<file path="src/rtl/stopwatch_lap_if.sv">
// stopwatch_lap_if -- control and display bundle for the BCD stopwatch.
//   master modport: the controller side (drives start/stop/clear/load/
//                   count_down/preset_bcd/lap, observes the outputs).
//   slave modport : the stopwatch itself.
//   DIGITS        : number of BCD digits carried on the count buses.
interface stopwatch_lap_if #(
    parameter int DIGITS = 4
);
    logic                  start;
    logic                  stop;
    logic                  clear;
    logic                  load;
    logic                  count_down;
    logic [4*DIGITS-1:0]   preset_bcd;
    logic                  lap;
    logic                  running;
    logic [4*DIGITS-1:0]   count_bcd;
    logic [4*DIGITS-1:0]   display_bcd;
    logic                  lap_held;
    logic                  tick;
    logic                  wrap;
    logic                  expired;

    modport master (
        output start, stop, clear, load, count_down, preset_bcd, lap,
        input  running, count_bcd, display_bcd, lap_held, tick, wrap, expired
    );

    modport slave (
        input  start, stop, clear, load, count_down, preset_bcd, lap,
        output running, count_bcd, display_bcd, lap_held, tick, wrap, expired
    );
endinterface

</file>
<file path="src/rtl/stopwatch_lap.sv">
// stopwatch_lap -- parametrised BCD stopwatch / countdown timer with lap hold.
//   clk     : system clock, all state changes on rising edge
//   reset_n : asynchronous active-low reset (release synchronised inside)
//   sw      : stopwatch_lap_if.slave -- start/stop/clear/load pulses, mode,
//             preset, lap toggle; running/count/display/lap_held/tick/wrap/
//             expired outputs, all registered.
//   CLK_DIV : clk cycles per least-significant-digit step (>= 2)
//   DIGITS  : number of BCD digits (2..8), digit 0 least significant
module stopwatch_lap #(
    parameter int CLK_DIV = 260000,
    parameter int DIGITS  = 4
) (
    input  logic             clk,
    input  logic             reset_n,
    stopwatch_lap_if.slave   sw
);
    localparam int            PW   = (CLK_DIV > 2) ? $clog2(CLK_DIV) : 1;
    localparam logic [PW-1:0] PMAX = PW'(CLK_DIV - 1);

    typedef logic [DIGITS-1:0][3:0] bcd_t;

    // Assert immediately, release two edges after reset_n rises.
    logic [1:0] rst_sync_q;
    logic       rst_n_int;

    always_ff @(posedge clk or negedge reset_n) begin
        if (!reset_n) rst_sync_q <= 2'b00;
        else          rst_sync_q <= {rst_sync_q[0], 1'b1};
    end
    assign rst_n_int = rst_sync_q[1];

    logic          running_q, running_d;
    logic          down_q, down_d;
    logic [PW-1:0] presc_q, presc_d;
    bcd_t          cnt_q, cnt_d;
    bcd_t          disp_q, disp_d;
    logic          held_q, held_d;
    logic          tick_q, tick_d;
    logic          wrap_q, wrap_d;
    logic          expired_q, expired_d;

    bcd_t preset;
    bcd_t preset_sat;
    bcd_t cnt_stepped;
    logic cnt_all9;
    logic cnt_zero;
    logic step;
    logic start_ok;
    logic capture;

    assign preset = sw.preset_bcd;
    assign step   = running_q && (presc_q == PMAX);

    // Ripple carry/borrow through the digits for one up or down step.
    always_comb begin
        logic c;
        c           = 1'b1;
        cnt_stepped = cnt_q;
        cnt_all9    = 1'b1;
        cnt_zero    = 1'b1;
        preset_sat  = preset;
        for (int i = 0; i < DIGITS; i++) begin
            if (cnt_q[i] != 4'd9) cnt_all9 = 1'b0;
            if (cnt_q[i] != 4'd0) cnt_zero = 1'b0;
            if (preset[i] > 4'd9) preset_sat[i] = 4'd9;
            if (c) begin
                if (down_q) begin
                    if (cnt_q[i] == 4'd0) cnt_stepped[i] = 4'd9;
                    else begin
                        cnt_stepped[i] = cnt_q[i] - 4'd1;
                        c              = 1'b0;
                    end
                end else begin
                    if (cnt_q[i] == 4'd9) cnt_stepped[i] = 4'd0;
                    else begin
                        cnt_stepped[i] = cnt_q[i] + 4'd1;
                        c              = 1'b0;
                    end
                end
            end
        end
    end

    // A down-mode start from zero would expire instantly, so it is refused.
    assign start_ok = sw.start && !running_q && !(sw.count_down && cnt_zero);
    assign capture  = sw.lap && !held_q;

    always_comb begin
        running_d = running_q;
        down_d    = down_q;
        presc_d   = presc_q;
        cnt_d     = cnt_q;
        held_d    = held_q;
        expired_d = expired_q;
        tick_d    = 1'b0;
        wrap_d    = 1'b0;
        disp_d    = disp_q;

        if (sw.clear) begin
            running_d = 1'b0;
            presc_d   = '0;
            cnt_d     = '0;
            held_d    = 1'b0;
            expired_d = 1'b0;
            disp_d    = '0;
        end else begin
            if (step) begin
                cnt_d  = cnt_stepped;
                tick_d = 1'b1;
                if (!down_q && cnt_all9) wrap_d = 1'b1;
                if (down_q && (cnt_stepped == '0)) begin
                    expired_d = 1'b1;
                    running_d = 1'b0;
                end
            end
            // Stop freezes the prescaler; the stop cycle itself still counts.
            if (running_q) presc_d = step ? '0 : presc_q + PW'(1);

            // load is only honoured while stopped, so it never meets a step.
            if (sw.load && !running_q) begin
                cnt_d     = preset_sat;
                expired_d = 1'b0;
            end else if (sw.stop) begin
                running_d = 1'b0;
            end else if (start_ok) begin
                running_d = 1'b1;
                down_d    = sw.count_down;
                expired_d = 1'b0;
            end

            if (sw.lap) held_d = !held_q;
            // Capture takes the pre-update count, so a lap on a step edge
            // holds the value shown before that step.
            disp_d = held_d ? (capture ? cnt_q : disp_q) : cnt_d;
        end
    end

    always_ff @(posedge clk or negedge rst_n_int) begin
        if (!rst_n_int) begin
            running_q <= 1'b0;
            down_q    <= 1'b0;
            presc_q   <= '0;
            cnt_q     <= '0;
            disp_q    <= '0;
            held_q    <= 1'b0;
            tick_q    <= 1'b0;
            wrap_q    <= 1'b0;
            expired_q <= 1'b0;
        end else begin
            running_q <= running_d;
            down_q    <= down_d;
            presc_q   <= presc_d;
            cnt_q     <= cnt_d;
            disp_q    <= disp_d;
            held_q    <= held_d;
            tick_q    <= tick_d;
            wrap_q    <= wrap_d;
            expired_q <= expired_d;
        end
    end

    assign sw.running     = running_q;
    assign sw.count_bcd   = cnt_q;
    assign sw.display_bcd = disp_q;
    assign sw.lap_held    = held_q;
    assign sw.tick        = tick_q;
    assign sw.wrap        = wrap_q;
    assign sw.expired     = expired_q;
endmodule

</file>
<file path="src/flat_wrapper.sv">
// flat-port wrapper written by rule: the top's interface ports become plain ports
module stopwatch_lap_flat 
#(
    parameter int CLK_DIV = 260000,
    parameter int DIGITS  = 4
)
  (clk, reset_n, sw_start, sw_stop, sw_clear, sw_load, sw_count_down, sw_preset_bcd, sw_lap, sw_running, sw_count_bcd, sw_display_bcd, sw_lap_held, sw_tick, sw_wrap, sw_expired);
  stopwatch_lap_if #(.DIGITS(DIGITS)) sw_i ();
  input  logic clk;
  input  logic reset_n;
  input wire logic [$bits(sw_i.start)-1:0] sw_start;
  input wire logic [$bits(sw_i.stop)-1:0] sw_stop;
  input wire logic [$bits(sw_i.clear)-1:0] sw_clear;
  input wire logic [$bits(sw_i.load)-1:0] sw_load;
  input wire logic [$bits(sw_i.count_down)-1:0] sw_count_down;
  input wire logic [$bits(sw_i.preset_bcd)-1:0] sw_preset_bcd;
  input wire logic [$bits(sw_i.lap)-1:0] sw_lap;
  output wire logic [$bits(sw_i.running)-1:0] sw_running;
  output wire logic [$bits(sw_i.count_bcd)-1:0] sw_count_bcd;
  output wire logic [$bits(sw_i.display_bcd)-1:0] sw_display_bcd;
  output wire logic [$bits(sw_i.lap_held)-1:0] sw_lap_held;
  output wire logic [$bits(sw_i.tick)-1:0] sw_tick;
  output wire logic [$bits(sw_i.wrap)-1:0] sw_wrap;
  output wire logic [$bits(sw_i.expired)-1:0] sw_expired;
  assign sw_i.start = sw_start;
  assign sw_i.stop = sw_stop;
  assign sw_i.clear = sw_clear;
  assign sw_i.load = sw_load;
  assign sw_i.count_down = sw_count_down;
  assign sw_i.preset_bcd = sw_preset_bcd;
  assign sw_i.lap = sw_lap;
  assign sw_running = sw_i.running;
  assign sw_count_bcd = sw_i.count_bcd;
  assign sw_display_bcd = sw_i.display_bcd;
  assign sw_lap_held = sw_i.lap_held;
  assign sw_tick = sw_i.tick;
  assign sw_wrap = sw_i.wrap;
  assign sw_expired = sw_i.expired;
  stopwatch_lap #(.CLK_DIV(CLK_DIV), .DIGITS(DIGITS)) u_core (.clk(clk), .reset_n(reset_n), .sw(sw_i));
endmodule
</file>
<file path="config.mk">
export PLATFORM = sky130hd
export DESIGN_NAME = stopwatch_lap_flat
export DESIGN_NICKNAME = d
export VERILOG_FILES = /design/src/rtl/stopwatch_lap_if.sv /design/src/rtl/stopwatch_lap.sv /design/src/flat_wrapper.sv
export SDC_FILE = /design/constraint.sdc
export NUM_CORES = 1
export LEC_CHECK = 0
export CORE_MARGIN = 2
export CORE_UTILIZATION = 42
export DETAILED_ROUTE_END_ITERATION = 6
export GPL_ROUTABILITY_DRIVEN = 1
export HOLD_SLACK_MARGIN = 0.03
export PLACE_DENSITY_LB_ADDON = 0.08
export SETUP_SLACK_MARGIN = 0.2
export SYNTH_ARGS = -nofsm -noshare
export SYNTH_HDL_FRONTEND = slang
export SYNTH_SLANG_ARGS = --single-unit
</file>
<file path="constraint.sdc">
create_clock -name clk -period 3.8 [get_ports clk]
set_input_delay 0.38 -clock clk [delete_from_list [all_inputs] [get_ports clk]]
set_output_delay 0.38 -clock clk [all_outputs]
set_load 0.01 [all_outputs]
</file>
==> Implementation_results.wiki <==
{| class="wikitable"
! Metric !! Value
|-
| Final-layout worst hold slack || 0.183 ns
|-
| Type of origin of the critical path || flip-flop
|-
| Number of standard-cell rows in the floorplan || 35
|-
| Half-perimeter wire length after detailed placement || 8.33 mm
|-
| Clock tree root buffer cell || clkbuf_8
|-
| Routed WL per cell || 18.6 µm
|-
| Slew at the pin closest to its max-slew limit || 0.912 ns
|-
| Simple-gate share of the synthesized area || 28.3%
|-
| Antenna viol nets, final || 0
|-
| Worst-path cell chain || ha_1, nand4_1, or4_4, nor4_4, mux2_2, a21oi_1, a211oi_2
|-
| Wire length of the first global-routing pass || 19.5 mm
|-
| Main combinational cell family by area after synthesis || simple AND/OR/NAND/NOR gates
|-
| Data arrival, critical path || 3.09 ns
|-
| CTS clock-pin slew for the worst setup and hold paths || 0.08 ns
|-
| Compound-Gate Fraction of Synth Area || a little under a quarter
|-
| Static leakage power || ~1.9 nW
|-
| Critical path capture point type || flip-flop
|-
| Maximum vdd ir drop || 225 µV
|-
| Final setup violating endpoints || 0
|-
| Hold crit path type || in -> async
|-
| Die Ht || 102 µm
|-
| Setup TNS || 0 ns
|-
| Total routing resource utilization after global routing || 24.0%
|-
| H-tree levels || 3
|-
| Share of the synthesized netlist area taken by xor and xnor gates || 4.57%
|-
| Total overflow reported by the global router || 0
|-
| Fill cell total of the finished layout || ~900
|-
| Final weighted congestion of routability-driven global placement || approximately 0.95
|-
| Largest fanout on the critical path || 9
|-
| Run status || completed
|-
| Number of global-route vias before repair || 3602
|-
| Number of buffers created by CTS || 9
|-
| Synthesis-stage register bit count || 58
|-
| Number of library cell types mapped by synthesis || 73
|-
| Start-to-end type of the worst setup path || reg -> reg
|-
| Via Count || between 3000 and 4000
|-
| Drc violations || 0
|-
| Die Area || slightly above 0.01 mm²
|-
| Die X-Extent || 102 µm
|-
| Initial Util || between 40% and 50%
|-
| GR peak layer || met2
|-
| Share of cell area taken by muxes after synthesis || between 2 and 2.5%
|-
| Met3 GRT Util || ~3.7%
|-
| Total I/O pin count || between 60 and 70
|-
| Largest buffer count on any clock path || 2
|-
| Number of slew-limit violations in the final report || 0
|-
| Share of the yosys chip area belonging to registers || a little over a third
|-
| Resized Gates After CTS || 0
|-
| Worst-Skew Late Latency || 0.34 ns
|-
| Synth Net Count || 492
|-
| Antenna fix cells || 0
|-
| Post-CTS repair timing setup buffer count || 0
|-
| Cells after synthesis || between 400 and 500
|-
| Core footprint || 0.00928 mm²
|-
| Layout area overhead || 21.9%
|-
| Largest net degree at the start of global routing || 57
|-
| Number of warnings printed during yosys synthesis || 0
|-
| CTS Hold Buffers Added || 0
|-
| Shortest clock period the worst path allows after layout || 2.87 ns
|-
| Met2 track utilization from global routing || 36.2%
|-
| Final critical-path share of the clock period || 75.5%
|-
| Mapped Area || 0.00402 mm²
|-
| Iteration count of the initial detailed-routing pass || 5
|-
| Via-to-Cell Ratio || 5.94
|-
| CTS Sinks || 58
|-
| Number of antenna violations at the first check in global routing || 0
|-
| Ratio of cells with drive above 1 in the final layout || 8.75%
|-
| Max Fclk || 0.349 GHz
|-
| Async set or reset register ratio after synthesis || 100%
|-
| Relative slew slack || about 39%
|-
| RSZ-0062 raised after global routing || false
|-
| DRC marker count from the first detailed-route iteration || 221
|-
| Worst clock skew on the final layout || 0.0141 ns
|-
| EDFF count, synth || 0
|-
| Slowest stage delay, CP || 0.68 ns
|-
| Port Buf Inserts || 60
|-
| Total Routed Length || around 12 mm
|-
| # nets final || 535
|-
| Highest-delay cell along the critical path || or4_4
|-
| Count of endpoints failing hold in the final timing report || 0
|-
| Post-synthesis share of cell area spent on full adders, half adders and majority gates || 0.622%
|-
| Number of max-cap violations || 0
|-
| Mean cell area of the mapped netlist || 8.63 µm²
|-
| Most used DFF post-synth || dfrtp_1
|-
| Clock tree from TritonCTS || built
|-
| Met1 Usage GRT || 35.9%
|-
| Required time at the endpoint of the critical path || 4.02 ns
|-
| Total non-filler cell area in the finished layout || 0.00490 mm²
|-
| Pwr per Cell Area || 389 mW/mm²
|-
| Post-place instance area || 0.00466 mm²
|}
==> layout by cell type, fill, tap and decap left out, types with 10 or more instances in the layout <==
cell and instances:
nor2b_1 14, nand2b_1 10, a21oi_1 21, o21ai_0 21, nand2_1 29, dfrtp_1 57
xor2_1 10, clkdlybuf4s50_1 60, nor2_1 51, a31oi_1 12, nor3_1 19, xnor2_1 11
nand3_1 10, a211oi_1 19
==> metal layers <==
layer  up-vias  wire, µm
met5         -         0
met1      1841      5630
met2       143      5470
met4         0       181
li1       1820         -
met3        14       670
==> sequential cells by signal, summed over array words and instances, names as in the netlist <==
name,count
u_core.down_q,1
u_core.sw.expired,1
u_core.presc_q,18
u_core.sw.tick,1
u_core.rst_sync_q,2
u_core.sw.count_bcd,16
u_core.sw.lap_held,1
u_core.sw.wrap,1
u_core.sw.display_bcd,16
u_core.sw.running,1
==> where the power goes <==
group / internal [W] / switching, W / total, W / leakage (nW)
Sequential: 0.000651 / 0.0000599 / 0.000711 / 0.780
Clock: 0.000438 / 0.000284 / 0.000722 / 0.117
Combinational: 0.000208 / 0.000267 / 0.000475 / 0.961
Total: 0.00130 / 0.000611 / 0.00191 / 1.86
==> synthesized netlist by cell type (4+ instances only) <==
| master | number | area [µm²] |
|---|---|---|
| and3_1 | 6 | 37.5 |
| and3b_1 | 4 | 35.0 |
| a21oi_1 | 21 | 105 |
| inv_1 | 7 | 26.3 |
| o2bb2ai_1 | 4 | 35.0 |
| xor2_1 | 10 | 87.6 |
| nand3_1 | 10 | 50.1 |
| mux2i_1 | 7 | 70.1 |
| a211oi_1 | 19 | 143 |
| o31ai_1 | 5 | 37.5 |
| nand4_1 | 9 | 56.3 |
| o21ai_0 | 21 | 105 |
| nor2b_1 | 14 | 87.6 |
| and2_1 | 4 | 25.0 |
| a31oi_1 | 12 | 75.1 |
| xnor2_1 | 11 | 96.3 |
| nor3b_1 | 8 | 60.1 |
| nor4_1 | 9 | 56.3 |
| o211ai_1 | 4 | 30.0 |
| or2_2 | 5 | 31.3 |
| nand2b_1 | 10 | 62.6 |
| nor3_1 | 19 | 95.1 |
| nor2_1 | 51 | 191 |
| clkbuf_1 | 23 | 86.3 |
| dfrtp_1 | 58 | 1450 |
| o21a_1 | 6 | 45.0 |
| buf_4 | 5 | 37.5 |
| nand2_1 | 29 | 109 |
==> path summary, 6_finish.rpt <==
check	start	end	slack [ns]	depth (start not counted)
worst max-delay path	u_core.presc_q[0]$_DFFE_PN0P_	u_core.sw.display_bcd[10]$_DFFE_PN0P_	0.93	7
worst min-delay path	reset_n	u_core.rst_sync_q[0]$_DFF_PN0_	0.18	1
worst max register to register	u_core.presc_q[0]$_DFFE_PN0P_	u_core.sw.display_bcd[10]$_DFFE_PN0P_	0.93	7
worst min register to register	u_core.rst_sync_q[0]$_DFF_PN0_	u_core.rst_sync_q[1]$_DFF_PN0_	0.37	0
max in group asynchronous	u_core.rst_sync_q[1]$_DFF_PN0_	u_core.sw.count_bcd[6]$_DFF_PN0_	2.90	1
min in group clk	u_core.rst_sync_q[0]$_DFF_PN0_	u_core.rst_sync_q[1]$_DFF_PN0_	0.37	0
==> area by class of cell <==
| type | instances | area [µm²] | area share (%) |
|---|---|---|---|
| clock inverters | 6 | 115 | 2.35 |
| repair buffers | 68 | 661 | 13.5 |
| well taps | 129 | 161 | 3.29 |
| multi-input cells | 364 | 2360 | 48.1 |
| inverters | 8 | 30.0 | 0.612 |
| flip-flops and latches | 58 | 1450 | 29.6 |
| clock buffers | 10 | 128 | 2.60 |
==> cells by family (layout without fill, tap and decap cells) <==
| logic type | after synthesis | count (layout) |
|---|---|---|
| other | 1 | 1 |
| AND/OR/NAND/NOR | 201 | 201 |
| multiplexers | 8 | 8 |
| buffers and inverters | 44 | 92 |
| flip-flops | 58 | 58 |
| AO/OA/AOI/OAI | 131 | 131 |
| adder cells (fa/ha/maj) | 2 | 2 |
| XOR/XNOR | 21 | 21 |
==> through the flow <==
stage / instances / util [%] / power (W) / setup WS (ns)
global placement: 627 / 50.2 / 0.00118 / 1.01
global route: 643 / 52.8 / 0.00200 / 0.715
floorplan: 466 / - / 0.00102 / 1.21
CTS: 643 / 52.8 / 0.00191 / 0.955
finish: 643 / 52.8 / 0.00191 / 0.933
detailed placement: 627 / 50.2 / 0.00119 / 0.952
==> worst max-delay path, delay by kind of cell, from the launching register on <==
| kind | cells | cell delay (ns) |
|---|---|---|
| AO/OA/AOI/OAI | 2 | 0.32 |
| multiplexers | 1 | 0.39 |
| adder cells (fa/ha/maj) | 1 | 0.22 |
| flip-flops | 1 | 0.42 |
| AND/OR/NAND/NOR | 3 | 1.40 |
Power figures use the tool's default switching activity.
